`src/rtl/pc_seq_pkg.sv`:
```
// Shared types for the program-counter sequencer:
// branch funct3 encodings and the fence FSM state.
package pc_seq_pkg;

    localparam logic [2:0] F3_BEQ  = 3'b000;
    localparam logic [2:0] F3_BNE  = 3'b001;
    localparam logic [2:0] F3_BLT  = 3'b100;
    localparam logic [2:0] F3_BGE  = 3'b101;
    localparam logic [2:0] F3_BLTU = 3'b110;
    localparam logic [2:0] F3_BGEU = 3'b111;

    typedef enum logic {
        RUN,
        FENCE_WAIT
    } pc_state_t;

endpackage

```
`src/rtl/pc_sequencer_if.sv`:
```
// Control/status bundle between decode/ALU, fetch and
// the PC sequencer.
interface pc_sequencer_if #(
    parameter int unsigned XLEN = 32
);
    logic            stall;
    logic [XLEN-1:0] imm;
    logic [XLEN-1:0] alu_out;
    logic [2:0]      funct3;
    logic            branch;
    logic            jump;
    logic            jalr;
    logic            zero;
    logic            less_than;
    logic            less_than_u;
    logic            fence;
    logic            fence_done;

    logic [XLEN-1:0] pc;
    logic [XLEN-1:0] next_pc;
    logic            fence_busy;
    logic [XLEN-1:0] predecessor;
    logic [XLEN-1:0] successor;
    logic            misaligned;
    logic [XLEN-1:0] epc;

    modport master (
        output stall, imm, alu_out, funct3,
        output branch, jump, jalr,
        output zero, less_than, less_than_u,
        output fence, fence_done,
        input  pc, next_pc, fence_busy,
        input  predecessor, successor,
        input  misaligned, epc
    );

    modport slave (
        input  stall, imm, alu_out, funct3,
        input  branch, jump, jalr,
        input  zero, less_than, less_than_u,
        input  fence, fence_done,
        output pc, next_pc, fence_busy,
        output predecessor, successor,
        output misaligned, epc
    );

endinterface

```
`src/rtl/pc_sequencer_branch_cond.sv`:
```
// Conditional-branch resolver: funct3 plus ALU compare
// flags to a taken/not-taken bit.
module branch_cond
    import pc_seq_pkg::*;
(
    input  logic [2:0] i_funct3,
    input  logic       i_zero,
    input  logic       i_lt,
    input  logic       i_ltu,
    output logic       o_cond
);

    always_comb begin
        o_cond = 1'b0;
        unique case (1'b1)
            (i_funct3 == F3_BEQ):  o_cond = i_zero;
            (i_funct3 == F3_BNE):  o_cond = ~i_zero;
            (i_funct3 == F3_BLT):  o_cond = i_lt;
            (i_funct3 == F3_BGE):  o_cond = ~i_lt;
            (i_funct3 == F3_BLTU): o_cond = i_ltu;
            (i_funct3 == F3_BGEU): o_cond = ~i_ltu;
            default:               o_cond = 1'b0;
        endcase
    end

endmodule

```
`src/rtl/pc_sequencer.sv`:
```
// Architectural PC register with branch/jump redirect,
// misaligned-target trap and FENCE drain state machine.
module pc_sequencer
    import pc_seq_pkg::*;
#(
    parameter int unsigned     XLEN         = 32,
    parameter int unsigned     PC_STEP      = 1,
    parameter logic [XLEN-1:0] RESET_PC     = '0,
    parameter logic [XLEN-1:0] TRAP_VEC     = '0,
    parameter int unsigned     ALIGN_BITS   = 0,
    parameter bit              BR_BASE_NEXT = 1'b1
) (
    input logic           i_clk,
    input logic           i_rst_n,
    pc_sequencer_if.slave bus
);

    // Zero-width mask when ALIGN_BITS is 0 disables the check.
    localparam logic [XLEN-1:0] ALIGN_MASK =
        (XLEN'(1) << ALIGN_BITS) - XLEN'(1);

    pc_state_t       r_state;
    logic [XLEN-1:0] r_pc;
    logic [XLEN-1:0] r_pred;
    logic [XLEN-1:0] r_succ;
    logic [XLEN-1:0] r_epc;
    logic            r_mis;
    logic            r_busy;

    logic            w_cond;
    logic            w_redirect;
    logic            w_is_jalr;
    logic            w_misalign;
    logic [XLEN-1:0] w_next_pc;
    logic [XLEN-1:0] w_base;
    logic [XLEN-1:0] w_jalr_tgt;
    logic [XLEN-1:0] w_target;

    branch_cond u_cond (
        .i_funct3 (bus.funct3),
        .i_zero   (bus.zero),
        .i_lt     (bus.less_than),
        .i_ltu    (bus.less_than_u),
        .o_cond   (w_cond)
    );

    assign w_next_pc  = r_pc + XLEN'(PC_STEP);
    assign w_base     = BR_BASE_NEXT ? w_next_pc : r_pc;
    assign w_jalr_tgt = bus.alu_out & ~XLEN'(1);
    assign w_is_jalr  = bus.jump & bus.jalr;
    assign w_target   = w_is_jalr ? w_jalr_tgt
                                  : w_base + bus.imm;
    assign w_redirect = bus.jump | (bus.branch & w_cond);
    assign w_misalign = |(w_target & ALIGN_MASK);

    always_ff @(posedge i_clk or negedge i_rst_n) begin
        if (!i_rst_n) begin
            r_state <= RUN;
            r_pc    <= RESET_PC;
            r_pred  <= '0;
            r_succ  <= '0;
            r_epc   <= '0;
            r_mis   <= 1'b0;
            r_busy  <= 1'b0;
        end else begin
            r_mis <= 1'b0;
            unique case (r_state)
                RUN: begin
                    if (!bus.stall) begin
                        if (w_redirect && w_misalign) begin
                            r_pc  <= TRAP_VEC;
                            r_epc <= r_pc;
                            r_mis <= 1'b1;
                        end else if (w_redirect) begin
                            r_pc <= w_target;
                        end else if (bus.fence) begin
                            r_pred  <= r_pc;
                            r_succ  <= w_next_pc;
                            r_pc    <= w_next_pc;
                            r_state <= FENCE_WAIT;
                            r_busy  <= 1'b1;
                        end else begin
                            r_pc <= w_next_pc;
                        end
                    end
                end
                FENCE_WAIT: begin
                    if (bus.fence_done) begin
                        r_state <= RUN;
                        r_busy  <= 1'b0;
                    end
                end
                default: begin
                    r_state <= RUN;
                    r_busy  <= 1'b0;
                end
            endcase
        end
    end

    assign bus.pc          = r_pc;
    assign bus.next_pc     = w_next_pc;
    assign bus.fence_busy  = r_busy;
    assign bus.predecessor = r_pred;
    assign bus.successor   = r_succ;
    assign bus.misaligned  = r_mis;
    assign bus.epc         = r_epc;

endmodule

```
`src/flat_wrapper.sv`:
```
// flat-port wrapper written by rule: the top's interface ports become plain ports
module pc_sequencer_flat import pc_seq_pkg::*;
#(
    parameter int unsigned     XLEN         = 32,
    parameter int unsigned     PC_STEP      = 1,
    parameter logic [XLEN-1:0] RESET_PC     = '0,
    parameter logic [XLEN-1:0] TRAP_VEC     = '0,
    parameter int unsigned     ALIGN_BITS   = 0,
    parameter bit              BR_BASE_NEXT = 1'b1
)
  (i_clk, i_rst_n, bus_stall, bus_imm, bus_alu_out, bus_funct3, bus_branch, bus_jump, bus_jalr, bus_zero, bus_less_than, bus_less_than_u, bus_fence, bus_fence_done, bus_pc, bus_next_pc, bus_fence_busy, bus_predecessor, bus_successor, bus_misaligned, bus_epc);
  pc_sequencer_if #(.XLEN(XLEN)) bus_i ();
  input logic i_clk;
  input logic i_rst_n;
  input wire logic [$bits(bus_i.stall)-1:0] bus_stall;
  input wire logic [$bits(bus_i.imm)-1:0] bus_imm;
  input wire logic [$bits(bus_i.alu_out)-1:0] bus_alu_out;
  input wire logic [$bits(bus_i.funct3)-1:0] bus_funct3;
  input wire logic [$bits(bus_i.branch)-1:0] bus_branch;
  input wire logic [$bits(bus_i.jump)-1:0] bus_jump;
  input wire logic [$bits(bus_i.jalr)-1:0] bus_jalr;
  input wire logic [$bits(bus_i.zero)-1:0] bus_zero;
  input wire logic [$bits(bus_i.less_than)-1:0] bus_less_than;
  input wire logic [$bits(bus_i.less_than_u)-1:0] bus_less_than_u;
  input wire logic [$bits(bus_i.fence)-1:0] bus_fence;
  input wire logic [$bits(bus_i.fence_done)-1:0] bus_fence_done;
  output wire logic [$bits(bus_i.pc)-1:0] bus_pc;
  output wire logic [$bits(bus_i.next_pc)-1:0] bus_next_pc;
  output wire logic [$bits(bus_i.fence_busy)-1:0] bus_fence_busy;
  output wire logic [$bits(bus_i.predecessor)-1:0] bus_predecessor;
  output wire logic [$bits(bus_i.successor)-1:0] bus_successor;
  output wire logic [$bits(bus_i.misaligned)-1:0] bus_misaligned;
  output wire logic [$bits(bus_i.epc)-1:0] bus_epc;
  assign bus_i.stall = bus_stall;
  assign bus_i.imm = bus_imm;
  assign bus_i.alu_out = bus_alu_out;
  assign bus_i.funct3 = bus_funct3;
  assign bus_i.branch = bus_branch;
  assign bus_i.jump = bus_jump;
  assign bus_i.jalr = bus_jalr;
  assign bus_i.zero = bus_zero;
  assign bus_i.less_than = bus_less_than;
  assign bus_i.less_than_u = bus_less_than_u;
  assign bus_i.fence = bus_fence;
  assign bus_i.fence_done = bus_fence_done;
  assign bus_pc = bus_i.pc;
  assign bus_next_pc = bus_i.next_pc;
  assign bus_fence_busy = bus_i.fence_busy;
  assign bus_predecessor = bus_i.predecessor;
  assign bus_successor = bus_i.successor;
  assign bus_misaligned = bus_i.misaligned;
  assign bus_epc = bus_i.epc;
  pc_sequencer #(.XLEN(XLEN), .PC_STEP(PC_STEP), .RESET_PC(RESET_PC), .TRAP_VEC(TRAP_VEC), .ALIGN_BITS(ALIGN_BITS), .BR_BASE_NEXT(BR_BASE_NEXT)) u_core (.i_clk(i_clk), .i_rst_n(i_rst_n), .bus(bus_i));
endmodule
```
`config.mk`:
```
export PLATFORM = sky130hd
export DESIGN_NAME = pc_sequencer_flat
export DESIGN_NICKNAME = d
export VERILOG_FILES = /design/src/rtl/pc_seq_pkg.sv /design/src/rtl/pc_sequencer_if.sv /design/src/rtl/pc_sequencer_branch_cond.sv /design/src/rtl/pc_sequencer.sv /design/src/flat_wrapper.sv
export SDC_FILE = /design/constraint.sdc
export NUM_CORES = 1
export LEC_CHECK = 0
export ABC_AREA = 1
export ABC_CLOCK_PERIOD_IN_PS = 3800
export BUFFER_PORTS_ARGS = -buffer_cell sky130_fd_sc_hd__buf_2
export CORE_MARGIN = 2
export CORE_UTILIZATION = 53
export DETAILED_ROUTE_END_ITERATION = 6
export HOLD_SLACK_MARGIN = 0.03
export PLACE_DENSITY = 0.82
export SYNTH_ARGS = -nofsm -noshare
export SYNTH_HDL_FRONTEND = slang
export SYNTH_SLANG_ARGS = --single-unit
export TNS_END_PERCENT = 10
```
`constraint.sdc`:
```
create_clock -name i_clk -period 3.8 [get_ports i_clk]
set_clock_uncertainty 0.1 [all_clocks]
set_input_delay 1.14 -clock i_clk [delete_from_list [all_inputs] [get_ports i_clk]]
set_output_delay 1.14 -clock i_clk [all_outputs]
set_load 0.05 [all_outputs]
```
Word level (Yosys, flattened, before mapping)
Cells that the tools add are included.
{"block": "op_classes", "addsub": 2, "reduce_logical": 4, "bitwise_logic": 9, "n_eq_ne": 9, "mux": 13}
{"op": "$mux W32", "count": 2}
{"op": "$add A32 B1 Y32 const B", "count": 1}
{"op": "$add A32 B32 Y32", "count": 1}
{"op": "$eq A3 B3 Y1 const B", "count": 4}
{"op": "$mux W1", "count": 8}
{"op": "$ne A2 B2 Y1 const B", "count": 4}
{"op": "$reduce_and A4 Y1", "count": 2}
{"op": "$not A1 Y1", "count": 6}
{"op": "$pmux W1 S6", "count": 1}
{"op": "$pmux W1 S2", "count": 2}
{"op": "$eq A3 B1 Y1 const B", "count": 1}
{"op": "$logic_not A3 Y1", "count": 1}
{"op": "$and A1 B1 Y1", "count": 2}
{"op": "$reduce_and A2 Y1", "count": 1}
{"op": "$or A1 B1 Y1", "count": 1}
{"block": "word_totals", "elab_cells": 42, "reg_bits": 98, "output_inout_bits": 162, "input_bits": 78}

Longest topological paths before layout
Gate-level depths: netlist of run 1.
{"block": "depth", "word_depth": 7, "ltp_mapped": 25, "mapped_depth_nobuf": 25}

Cells and area by module
Synthesis of run 1 repeated with hierarchy kept, for this count alone.
{"block": "hier_totals", "hier_cells": 1210, "hier_area_um2": 7777.5}
{"module": "pc_sequencer", "cells_each": 1194, "n_inst": 1, "area_per_inst_um2": 7709.9, "seq_area_each_um2": 2452.4}
{"module": "branch_cond", "cells_each": 16, "n_inst": 1, "area_per_inst_um2": 67.6, "seq_area_each_um2": 0.0}

Worst setup path before layout of run 1
OpenSTA, ideal clock, no wires.
{"block": "synth_timing", "kind": "register to register", "startpoint": "reg u_core.r_pc[0] (netlist: u_core.bus.pc[0])", "endpoint": "reg u_core.r_pc[30] (netlist: u_core.bus.pc[30])", "period_less_slack_ns": 3.940, "n_path_buf": 0, "stages_incl_launch_ff": 21, "required_time_ns": 3.582, "slack_ns": -0.140, "t_arrival_ns": 3.722, "setup_time_ns": 0.118, "cell_sequence": "dfrtp_1 inv_1 nor2_4 nand2_2 nor2_4 xor2_1 ha_1 nand2_1 nand2_1 nand2_1 nand2_1 nand2_1 nand2_1 inv_1 nor2_1 nor2_1 nand3_1 nand3_1 nand2_1 nand2_1 nand2_1"}
{"block": "synth_via", "elab_chain_len": 4}
{"item": "from (decl)", "line": "pc_sequencer.sv:23", "text": "logic [XLEN-1:0] r_pc;"}
{"item": "from (signal assigned)", "line": "pc_sequencer.sv:75", "text": "r_pc <= w_target;"}
{"item": "from (signal assigned)", "line": "pc_sequencer.sv:79", "text": "r_pc <= w_next_pc;"}
{"item": "from (signal assigned)", "line": "pc_sequencer.sv:83", "text": "r_pc <= w_next_pc;"}
{"item": "$add A32 B1 Y32", "line": "pc_sequencer.sv:47", "text": "assign w_next_pc = r_pc + XLEN'(PC_STEP);"}
{"item": "via bus_next_pc[0]", "line": "flat_wrapper.sv:28", "text": "output wire logic [$bits(bus_i.next_pc)-1:0] bus_next_pc;"}
{"item": "$add A32 B32 Y32", "line": "pc_sequencer.sv:52", "text": ": w_base + bus.imm;"}
{"item": "$mux W32", "line": "pc_sequencer.sv:51", "text": "assign w_target = w_is_jalr ? w_jalr_tgt"}
{"item": "$mux W32", "line": "pc_sequencer.sv:74", "text": "end else if (w_redirect) begin"}
The timed path passes the listed nets, and every way through them passes these cells.
A chain may end at the register's enable or synchronous reset.

Worst setup path in the final report of run 1
{"block": "layout_timing", "startpoint": "reg u_core.r_pc[0] (netlist: u_core.bus.pc[0])", "endpoint": "out bus_next_pc[30]"}
{"block": "layout_via", "elab_chain_len": 1}
{"item": "$add A32 B1 Y32", "line": "pc_sequencer.sv:47"}
{"item": "to (decl)", "line": "flat_wrapper.sv:28"}
No other way between the ends.

==> impl_metrics.env, run 1 <==
export IMPL_initial_util=0.5370
export IMPL_globalRouteOverflowTotal=0
export IMPL_grt_use_total=0.3094
export IMPL_io_pins=240
export IMPL_core_region_area_um2=14420
export IMPL_setup_ws_ns=0.08751
export IMPL_worst_skew_pair_late_latency_ns=0.35
export IMPL_final_critical_path_share_of_the_clock_period=0.9770
export IMPL_worst_slew_pin_transition_ns=0.5990
export IMPL_synth_ff_type="sky130_fd_sc_hd__dfrtp_1"
export IMPL_timing_hold_violations_final=0
export IMPL_post_synth_cell_area_avg_um2=6.427
export IMPL_cts_buffers_inserted=9
export IMPL_end_kind="output port"
export IMPL_start_kind="register"
export IMPL_synth_cells=1205
export IMPL_power_sequential_fraction=0.224
export IMPL_pwr_share_comb=0.649
export IMPL_postRouteWirelength_um=24420
export IMPL_pin_count_of_the_biggest_net_entering_global_routing=58
export IMPL_switching_power_mw=4.505
export IMPL_swShare=0.5796
export IMPL_clock_tree_from_tritoncts="yes"
export IMPL_final_instance_count_excl_fill=1607
export IMPL_p_clk_frac=0.127
export IMPL_maxSlewViolCount=0
export IMPL_ys_ff_latch=98
export IMPL_outcome="complete, no violations"
export IMPL_cp_required_ns=2.56
export IMPL_drive_above_1_share=0.1911
export IMPL_critical_path_peak_fanout=4
export IMPL_fin_nets=1536
export IMPL_vdd_drop_max_v=0.0003540
export IMPL_post_drt_via_cell_ratio=5.289
export IMPL_via_count_of_the_first_global_routing_pass=7625
export IMPL_finalCriticalPeriod_ns=3.712
export IMPL_setup_viol_count_final=0
export IMPL_design_die_area_um2=15600
export IMPL_io_buffers=205
export IMPL_rsz0062_at_grt="yes"
export IMPL_final_fill_count=1333
export IMPL_synth_cell_types=38
export IMPL_antenna_diode_count=0
export IMPL_fin_hold_ws_ns=0.3780
export IMPL_power_density_nw_per_um2=834.7
export IMPL_detail_route_wl_per_cell_um=15.20
export IMPL_die_span_in_y_um=124.9
export IMPL_ys_async_sr_fraction=1.000
export IMPL_num_vias=8499
export IMPL_dp_cells=1591
export IMPL_h_tree_depth=3
export IMPL_route_detailed_drc=0
export IMPL_cts_root_buf="sky130_fd_sc_hd__clkbuf_16"
export IMPL_criticalPathCategory="reg -> out"
export IMPL_cellLeakagePower_nw=5.416
export IMPL_drv_cap=0
export IMPL_number_of_synthesized_flops_with_an_enable_pin=0
export IMPL_post_dp_hpwl_um=19330
export IMPL_std_cell_rows=44
export IMPL_pnr_total_power_mw=7.773
export IMPL_synth_sequential_area_ratio=0.3166
export IMPL_cts_path_max_buffers=2
export IMPL_placement_setup_worst_slack_ns=0.3586
export IMPL_yosys_warnings=0
export IMPL_max_slew_margin=0.6007
export IMPL_floorplan_die_width_um=124.9
export IMPL_min_path_type="reg -> reg"
export IMPL_critical_path_at_ns=2.47
export IMPL_cts_clk_slew_worst_paths_ns=0.07
export IMPL_area_growth_synth_to_final_pct=20.24
export IMPL_drt_antenna_violating_nets=0
export IMPL_drt_first_pass_iters=5
export IMPL_post_synth_instance_area_um2=7745
export IMPL_fmaxAchievable_mhz=269.4
export IMPL_gp_congestion=0.9882
export IMPL_antenna_found_initial=0
export IMPL_cts_sinks=98
export IMPL_drt_iter0_drc=670
export IMPL_cellInternalPower_mw=3.268
export IMPL_grt_pass1_wl_um=38530
export IMPL_final_core_density=0.6456
==> cell usage after synthesis (2+ instances only) <==
master	count	area share
sky130_fd_sc_hd__inv_2	3	0.0015
sky130_fd_sc_hd__buf_2	10	0.0065
sky130_fd_sc_hd__buf_6	2	0.0029
sky130_fd_sc_hd__and2_1	3	0.0024
sky130_fd_sc_hd__nor2_4	2	0.0029
sky130_fd_sc_hd__dfrtp_1	98	0.32
sky130_fd_sc_hd__nand2_1	479	0.23
sky130_fd_sc_hd__nor2_1	77	0.037
sky130_fd_sc_hd__o22ai_1	6	0.0048
sky130_fd_sc_hd__o21bai_1	5	0.0048
sky130_fd_sc_hd__xnor2_1	6	0.0068
sky130_fd_sc_hd__o211ai_1	3	0.0029
sky130_fd_sc_hd__buf_1	4	0.0019
sky130_fd_sc_hd__o21ai_0	67	0.043
sky130_fd_sc_hd__and3_1	2	0.0016
sky130_fd_sc_hd__ha_1	39	0.063
sky130_fd_sc_hd__nor3_1	13	0.0084
sky130_fd_sc_hd__a21oi_1	70	0.045
sky130_fd_sc_hd__o21ai_2	11	0.012
sky130_fd_sc_hd__o21ai_1	2	0.0013
sky130_fd_sc_hd__inv_1	149	0.072
sky130_fd_sc_hd__buf_4	35	0.034
sky130_fd_sc_hd__nand4_1	4	0.0032
sky130_fd_sc_hd__nand3_1	61	0.039
sky130_fd_sc_hd__nand3b_1	6	0.0058
sky130_fd_sc_hd__nor4_1	3	0.0024
sky130_fd_sc_hd__xor2_1	22	0.025
sky130_fd_sc_hd__clkbuf_1	13	0.0063
==> placed cells by master (no fill, tap or decap), types with 19 or more instances in the layout <==
| cell type | instances |
|---|---|
| sky130_fd_sc_hd__a21oi_1 | 70 |
| sky130_fd_sc_hd__buf_2 | 204 |
| sky130_fd_sc_hd__buf_4 | 28 |
| sky130_fd_sc_hd__conb_1 | 33 |
| sky130_fd_sc_hd__dfrtp_1 | 98 |
| sky130_fd_sc_hd__ha_1 | 39 |
| sky130_fd_sc_hd__inv_1 | 149 |
| sky130_fd_sc_hd__nand2_1 | 479 |
| sky130_fd_sc_hd__nand3_1 | 61 |
| sky130_fd_sc_hd__nor2_1 | 76 |
| sky130_fd_sc_hd__o21ai_0 | 67 |
| sky130_fd_sc_hd__xor2_1 | 19 |
==> worst max-delay path: stages (launching register included) <==
cell                       delay (ns)
sky130_fd_sc_hd__dfrtp_1         0.42
sky130_fd_sc_hd__ha_1            0.20
sky130_fd_sc_hd__nand2_1         0.07
sky130_fd_sc_hd__inv_1           0.08
sky130_fd_sc_hd__nand2_1         0.07
sky130_fd_sc_hd__nor2_1          0.14
sky130_fd_sc_hd__inv_1           0.09
sky130_fd_sc_hd__nor2_1          0.25
sky130_fd_sc_hd__nand3b_1        0.21
sky130_fd_sc_hd__xor2_2          0.28
sky130_fd_sc_hd__inv_1           0.09
sky130_fd_sc_hd__buf_2           0.22
==> metrics by stage <==
step | TNS [ns] | area, um2
after floorplan | -0.05777 | 7873
after global placement | 0 | 8977
after detailed placement | 0 | 8977
after CTS | 0 | 9298
after global routing | -0.01665 | 9313
final | 0 | 9313
==> power by group through the flow <==
stage               clock [mW]  sequential (mW)  combinational, mW
global route              1.03             1.79               5.41
global placement             0             1.73               4.91
CTS                      0.985             1.73               5.00
detailed placement           0             1.74               4.97
floorplan                    0             3.00               2.38
finish                   0.986             1.74               5.05
==> cell type report <==
cell class                 instances  area, um2  area share
multi-input combinational        923       4468      0.4798
timing repair buffer             234       1271      0.1365
clock inverter                     5      77.57    0.008330
sequential                        98       2452      0.2633
inverter                         152      570.5     0.06127
tap                              184      230.2     0.02472
clock buffer                      11      242.7     0.02606
==> final timing paths <==
check                                     startpoint                    endpoint  slack (ns)  cells after the start
max                                 u_core.bus.pc[0]             bus_next_pc[30]        0.09                     11
min                        u_core.bus.predecessor[1]   u_core.bus.predecessor[1]        0.38                      2
max reg2reg                         u_core.bus.pc[0]           u_core.bus.pc[22]        0.26                     21
min reg2reg                u_core.bus.predecessor[1]   u_core.bus.predecessor[1]        0.38                      2
max in group asynchronous                    i_rst_n  u_core.bus.predecessor[26]        2.22                      2
min in group asynchronous                    i_rst_n     u_core.bus.successor[7]        0.68                      1
==> flip-flops by register name, indices dropped and copies added (netlist names) <==
signal	flops
u_core.bus.fence_busy	1
u_core.bus.predecessor	32
u_core.bus.pc	32
u_core.bus.successor	32
u_core.r_state	1
==> what timing repair did <==
item | CTS | global route
hold buffers | 0 | 0
setup endpoints to repair | 0 | 2
gates resized for setup | 0 | 2
buffers inserted | 0 | 0
==> layer usage <==
layer	share of wire	GRT usage
met4	0.039	0.1392
met2	0.44	0.4754
met1	0.44	0.4433
met3	0.082	0.03179
met5	0	0
==> logic make-up after synthesis <==
group,synth area share
AND/OR/NAND/NOR,0.3397
buffers and inverters,0.1252
AO/OA/AOI/OAI,0.1207
flip-flops,0.3166
adder cells (fa/ha/maj),0.06559
XOR/XNOR,0.03166
other,0.0004842
Note: power is estimated with default switching activity, not from simulation.
==> inputs of run 2 (changes only) <==
--- a/config.mk
+++ b/config.mk
@@ -5,14 +5,13 @@
 export SDC_FILE = /design/constraint.sdc
 export NUM_CORES = 1
 export LEC_CHECK = 0
-export ABC_AREA = 1
 export ABC_CLOCK_PERIOD_IN_PS = 3800
 export BUFFER_PORTS_ARGS = -buffer_cell sky130_fd_sc_hd__buf_2
 export CORE_MARGIN = 2
-export CORE_UTILIZATION = 53
+export CORE_UTILIZATION = 51
 export DETAILED_ROUTE_END_ITERATION = 6
 export HOLD_SLACK_MARGIN = 0.03
-export PLACE_DENSITY = 0.82
+export PLACE_DENSITY = 0.81
 export SYNTH_ARGS = -nofsm -noshare
 export SYNTH_HDL_FRONTEND = slang
 export SYNTH_SLANG_ARGS = --single-unit
==> impl_metrics.env, run 2 <==
export IMPL_num_vias=7472
export IMPL_yosys_area_share_xor_xnor=0.06922
export IMPL_finalCriticalPeriod_ns=3.698
export IMPL_setup_reg_to_reg_worst_slack_ns=0.12
export IMPL_antenna_diode_count=0
export IMPL_synth_top_cells_by_area="sky130_fd_sc_hd__dfrtp_1 (35%), sky130_fd_sc_hd__nand2_1 (12%), sky130_fd_sc_hd__ha_1 (7.0%)"
export IMPL_post_dp_hpwl_um=17270
export IMPL_synth_most_common_cell="sky130_fd_sc_hd__nand2_1"
export IMPL_die_span_in_y_um=120.8
export IMPL_area_growth_synth_to_final_pct=34.70
export IMPL_number_of_synthesized_flops_with_an_enable_pin=0
export IMPL_cts_clk_slew_worst_paths_ns=0.07
export IMPL_most_common_layout_cells="sky130_fd_sc_hd__nand2_1 (218), sky130_fd_sc_hd__buf_2 (201), sky130_fd_sc_hd__buf_4 (94)"
export IMPL_synthAdderAreaFrac=0.07300
export IMPL_fraction_of_the_mapped_netlist_area_in_compound_gates=0.2059
export IMPL_synth_ff_type="sky130_fd_sc_hd__dfrtp_1"
export IMPL_start_kind="register"
export IMPL_floorplan_die_width_um=120.8
export IMPL_setup_viol_count_final=0
export IMPL_fin_hold_ws_ns=0.3693
export IMPL_final_core_density=0.7051
export IMPL_globalRouteOverflowTotal=0
export IMPL_cts_root_buf="sky130_fd_sc_hd__clkbuf_16"
export IMPL_grt_pass1_wl_um=36230
export IMPL_min_path_type="reg -> reg"
export IMPL_yosys_top_cells_count="sky130_fd_sc_hd__nand2_1 (218), sky130_fd_sc_hd__dfrtp_1 (98), sky130_fd_sc_hd__o21ai_0 (63)"
export IMPL_fmaxAchievable_mhz=270.4
export IMPL_route_detailed_drc=0
export IMPL_cellLeakagePower_nw=4.723
export IMPL_synth_cells=865
export IMPL_drt_first_pass_iters=5
export IMPL_dp_cells=1288
export IMPL_synth_sequential_area_ratio=0.3524
export IMPL_initial_util=0.5234
export IMPL_h_tree_depth=3
export IMPL_yosysTopAreaCell="sky130_fd_sc_hd__dfrtp_1"
export IMPL_pnr_total_power_mw=9.435
export IMPL_yosys_mux_area_fraction=0.007192
export IMPL_grt_use_total=0.3179
export IMPL_cts_sinks=98
export IMPL_critical_path_peak_fanout=9
export IMPL_detail_route_wl_per_cell_um=17.82
export IMPL_critical_path_at_ns=2.46
export IMPL_final_instance_count_excl_fill=1310
export IMPL_post_drt_via_cell_ratio=5.704
export IMPL_final_critical_path_share_of_the_clock_period=0.9731
export IMPL_pin_count_of_the_biggest_net_entering_global_routing=64
export IMPL_max_slew_margin=0.4460
export IMPL_power_density_nw_per_um2=1007
export IMPL_layout_cells_most_common="sky130_fd_sc_hd__nand2_1"
export IMPL_outcome="complete, no violations"
export IMPL_io_pins=240
export IMPL_via_count_of_the_first_global_routing_pass=7049
export IMPL_cts_path_max_buffers=2
export IMPL_dominant_combinational_cell_family_by_area_after_synthesis="simple AND/OR/NAND/NOR gates"
export IMPL_synth_simple_gate_area_frac=0.2172
export IMPL_drt_iter0_drc=736
export IMPL_cp_required_ns=2.56
export IMPL_yosys_warnings=0
export IMPL_synth_cell_types=67
export IMPL_gp_congestion=0.9503
export IMPL_std_cell_rows=42
export IMPL_postRouteWirelength_um=23350
export IMPL_maxSlewViolCount=0
export IMPL_clock_tree_from_tritoncts="yes"
export IMPL_fin_nets=1247
export IMPL_post_synth_instance_area_um2=6959
export IMPL_cts_buffers_inserted=9
export IMPL_ys_ff_latch=98
export IMPL_postCtsHoldBufs=0
export IMPL_criticalPathCategory="reg -> out"
export IMPL_drv_cap=0
export IMPL_end_kind="output port"
export IMPL_synth_top_area_share=0.3524
export IMPL_design_die_area_um2=14600
export IMPL_vdd_drop_max_v=0.0004823
export IMPL_core_region_area_um2=13300
export IMPL_timing_hold_violations_final=0
export IMPL_ys_async_sr_fraction=1.000
export IMPL_post_synth_cell_area_avg_um2=8.045
export IMPL_drt_antenna_violating_nets=0
export IMPL_drive_above_1_share=0.3571
export IMPL_rsz0062_at_grt="yes"
export IMPL_worst_slew_pin_transition_ns=0.8310
export IMPL_worst_skew_pair_late_latency_ns=0.36
export IMPL_io_buffers=205
export IMPL_antenna_found_initial=0
run 2: cell count changes in the layout (fill, tap and decap cells not counted), sizes merged, moves of 7 or more:
cell / delta
xnor2: +26
nand2: -261
o21ai: -15
nand3: -33
inv: -125
o211ai: +15
buf: +63
a21oi: -20
nor2: -34
a211oi: +7
a21o: +10
run 2: per-layer routing:
metal / global-route usage / share of wire
met1: 0.4425 / 0.42
met2: 0.4968 / 0.47
met3: 0.05849 / 0.089
met4: 0.1134 / 0.022
met5: 0 / 0
run 2: through the flow:
stage	setup slack, ns	setup TNS, ns	area (um2)
2_1_floorplan	-0.1869	-1.177	7396
3_3_place_gp	-0.1283	-0.4887	8890
3_5_place_dp	-0.1220	-0.5938	8890
4_1_cts	-0.003552	-0.003552	9180
5_1_grt	-0.09471	-0.4074	9374
6_report	0.1023	0	9374
run 2: final cells by class:
class / instances / area [um2]
multi-input cells: 696 / 4563
fillers: 1078 / 3921
flip-flops and latches: 98 / 2472
repair buffers: 298 / 1750
clock buffers: 9 / 225.2
well taps: 176 / 220.2
inverters: 26 / 97.59
clock inverters: 7 / 45.04
run 2: power by group:
| part | switching, mW | internal [mW] |
|---|---|---|
| clock network | 0.433 | 0.444 |
| registers | 0.350 | 1.50 |
| logic | 4.63 | 2.08 |
run 2: logic make-up (layout without fill, tap and decap cells):
group,count (synthesis),count (layout)
simple gates,345,345
compound gates,218,218
buf+inv,103,340
flops,98,98
xor+xnor,55,55
fa+ha+maj,40,40
mux,5,5
other cells,1,33
run 2: worst max-delay path, cell delays in order, from the launching register on:
cell                      delay, ns
sky130_fd_sc_hd__dfrtp_2       0.48
sky130_fd_sc_hd__nand4_1       0.26
sky130_fd_sc_hd__nor2_4        0.29
sky130_fd_sc_hd__nand4_4       0.21
sky130_fd_sc_hd__nor3_2        0.28
sky130_fd_sc_hd__xnor2_2       0.22
sky130_fd_sc_hd__buf_2         0.34
run 2: path summary, 6_finish.rpt:
check	startpoint	endpoint	cells after the start
hold / removal	u_core.bus.successor[12]	u_core.bus.successor[12]	2
max in group asynchronous	i_rst_n	u_core.bus.pc[6]	2
hold reg to reg	u_core.bus.successor[12]	u_core.bus.successor[12]	2
setup / recovery	u_core.bus.pc[13]	bus_next_pc[23]	6
min in group asynchronous	i_rst_n	u_core.bus.successor[13]	1
setup reg to reg	u_core.bus.pc[1]	u_core.bus.pc[26]	17
run 2: timing repair:
action	4_1_cts	5_1_grt
pin swaps	0	11
resized for setup	5	32
endpoints found under the setup margin	3	22
buffers inserted	0	6
==> inputs of run 3 (changes only) <==
--- a/config.mk
+++ b/config.mk
@@ -12,6 +12,7 @@
 export DETAILED_ROUTE_END_ITERATION = 6
 export HOLD_SLACK_MARGIN = 0.03
 export PLACE_DENSITY = 0.81
+export SETUP_SLACK_MARGIN = 0.4
 export SYNTH_ARGS = -nofsm -noshare
 export SYNTH_HDL_FRONTEND = slang
 export SYNTH_SLANG_ARGS = --single-unit
==> impl_metrics.env, run 3 (synthesis gave the netlist of run 2 again) <==
export IMPL_fin_nets=1277
export IMPL_vdd_drop_max_v=0.0005002
export IMPL_design_die_area_um2=14600
export IMPL_end_kind="register"
export IMPL_globalRouteOverflowTotal=0
export IMPL_route_top_layer_used="met4"
export IMPL_final_fill_count=974
export IMPL_rsz0062_at_grt="yes"
export IMPL_worst_slew_pin_transition_ns=0.8666
export IMPL_drt_antenna_violating_nets=0
export IMPL_cts_root_buf="sky130_fd_sc_hd__clkbuf_16"
export IMPL_io_buffers=205
export IMPL_route_detailed_drc=0
export IMPL_finalCriticalPeriod_ns=3.712
export IMPL_post_dp_hpwl_um=17400
export IMPL_outcome="complete, no violations"
export IMPL_setup_viol_count_final=0
export IMPL_postLayoutCellArea_um2=9987
export IMPL_drt_first_pass_iters=5
export IMPL_detail_route_wl_per_cell_um=18.43
export IMPL_power_density_nw_per_um2=996.0
export IMPL_cts_buffers_inserted=9
export IMPL_multi_input_area_um2=4840
export IMPL_cts_sinks=98
export IMPL_critical_path_at_ns=3.82
export IMPL_final_critical_path_share_of_the_clock_period=0.9769
export IMPL_initial_util=0.5234
export IMPL_maxSlewViolCount=0
export IMPL_std_cell_rows=42
export IMPL_grt_use_total=0.3252
export IMPL_start_kind="register"
export IMPL_met1_length_um=10290
export IMPL_via_count_of_the_first_global_routing_pass=7066
export IMPL_drt_iter0_drc=748
export IMPL_worst_skew_pair_late_latency_ns=0.36
export IMPL_cts_clk_slew_worst_paths_ns=0.07
export IMPL_metal3_wl_um=2038
export IMPL_cts_path_max_buffers=2
export IMPL_layout_cells_most_common="sky130_fd_sc_hd__nand2_1"
export IMPL_timing_hold_violations_final=0
export IMPL_io_pins=240
export IMPL_pin_count_of_the_biggest_net_entering_global_routing=63
export IMPL_max_slew_margin=0.4222
export IMPL_h_tree_depth=3
export IMPL_placement_cell_area_um2=8912
export IMPL_drive_above_1_share=0.3986
export IMPL_floorplan_die_width_um=120.8
export IMPL_area_growth_synth_to_final_pct=43.51
export IMPL_core_region_area_um2=13300
export IMPL_timing_critical_path_slowest_stage_cell="sky130_fd_sc_hd__dfrtp_2"
export IMPL_gp_congestion=0.9811
export IMPL_critical_path_peak_fanout=4
export IMPL_grt_pass1_wl_um=37030
export IMPL_cp_required_ns=3.90
export IMPL_num_vias=7596
export IMPL_antenna_diode_count=0
export IMPL_die_span_in_y_um=120.8
export IMPL_fmaxAchievable_mhz=269.4
export IMPL_drv_cap=0
export IMPL_cp_buffers_inverters=5
export IMPL_critical_path_top_delay_family="compound AO/OA/AOI/OAI gates"
export IMPL_most_common_layout_cells="sky130_fd_sc_hd__nand2_1 (217), sky130_fd_sc_hd__buf_2 (196), sky130_fd_sc_hd__buf_4 (112)"
export IMPL_postRouteWirelength_um=24700
export IMPL_pnr_total_power_mw=9.947
export IMPL_cellLeakagePower_nw=4.948
export IMPL_crit_chain="buf_6, nand3_4, nor3_4, nand3_2, xor2_2, inv_2, ha_4, nand3_4, nor2_4, o211ai_1, buf_4, buf_6, a2111oi_4, o21ai_1, buf_4, o31ai_4, xnor2_1, a31oi_1"
export IMPL_max_stage_delay_ns=0.40
export IMPL_dr_wl_met2_um=11810
export IMPL_seqCellArea_um2=2472
export IMPL_antenna_found_initial=0
export IMPL_postCtsHoldBufs=0
export IMPL_post_drt_via_cell_ratio=5.669
export IMPL_clock_tree_from_tritoncts="yes"
export IMPL_criticalPathCategory="reg -> reg"
export IMPL_min_path_type="reg -> reg"
-- run 3: cell count changes in the layout (fill, tap and decap cells not counted), sizes merged --
| cell | change |
|---|---|
| clkinvlp | +1 |
| buf | +29 |
| inv | -1 |
| clkinv | -4 |
| clkbuf | +5 |
-- run 3: metrics by stage --
stage	worst slack [ns]	std cells	setup TNS [ns]	utilization	hold WS, ns
finish	0.08783	1340	0	0.7512	0.3718
global route	-0.03488	1340	-0.09592	0.7512	0.3905
CTS	0.1120	1319	0	0.7132	0.3728
detailed placement	-0.1812	1289	-0.8273	0.6703	0.3571
global placement	-0.1301	1289	-0.3789	0.6703	0.3515
floorplan	-0.1869	897	-1.178	-	0.4326
-- run 3: cell type report --
type / instances / area share
clock buffers: 13 / 0.02606
inverters: 26 / 0.009772
clock inverters: 3 / 0.002380
multi-input cells: 696 / 0.4846
well taps: 176 / 0.02205
flip-flops and latches: 98 / 0.2476
repair buffers: 328 / 0.2076
-- run 3: routing by layer --
layer,GRT usage,vias up
met5,0,-
met4,0.09520,0
met3,0.04858,48
met2,0.5282,419
met1,0.4512,3595
li1,-,3534
-- run 3: path summary, 6_finish.rpt --
path | cells after the start | slack (ns) | to | startpoint
max | 18 | 0.09 | u_core.bus.pc[26] | u_core.bus.pc[0]
min | 2 | 0.37 | u_core.bus.successor[5] | u_core.bus.successor[5]
max reg2reg | 18 | 0.09 | u_core.bus.pc[26] | u_core.bus.pc[0]
min reg2reg | 2 | 0.37 | u_core.bus.successor[5] | u_core.bus.successor[5]
max in group asynchronous | 2 | 2.11 | u_core.bus.pc[5] | i_rst_n
min in group asynchronous | 1 | 0.79 | u_core.bus.successor[13] | i_rst_n
-- run 3: power by group --
group,switching (mW),total [mW],internal (mW)
Combinational,4.83,7.19,2.36
Clock,0.420,0.903,0.483
Sequential,0.351,1.85,1.50
Total,5.60,9.95,4.35
-- run 3: what timing repair did --
action | in CTS | in global routing
endpoints found under the hold margin | 0 | 0
gates resized for setup | 40 | 63
setup endpoints to repair | 41 | 41
buffers inserted | 14 | 21
pin swaps | 14 | 49
-- run 3: worst min-delay path, delay by kind of cell, from the launching register on --
| kind | cells | cell delay, ns |
|---|---|---|
| simple gates | 2 | 0.10 |
| flops | 1 | 0.34 |
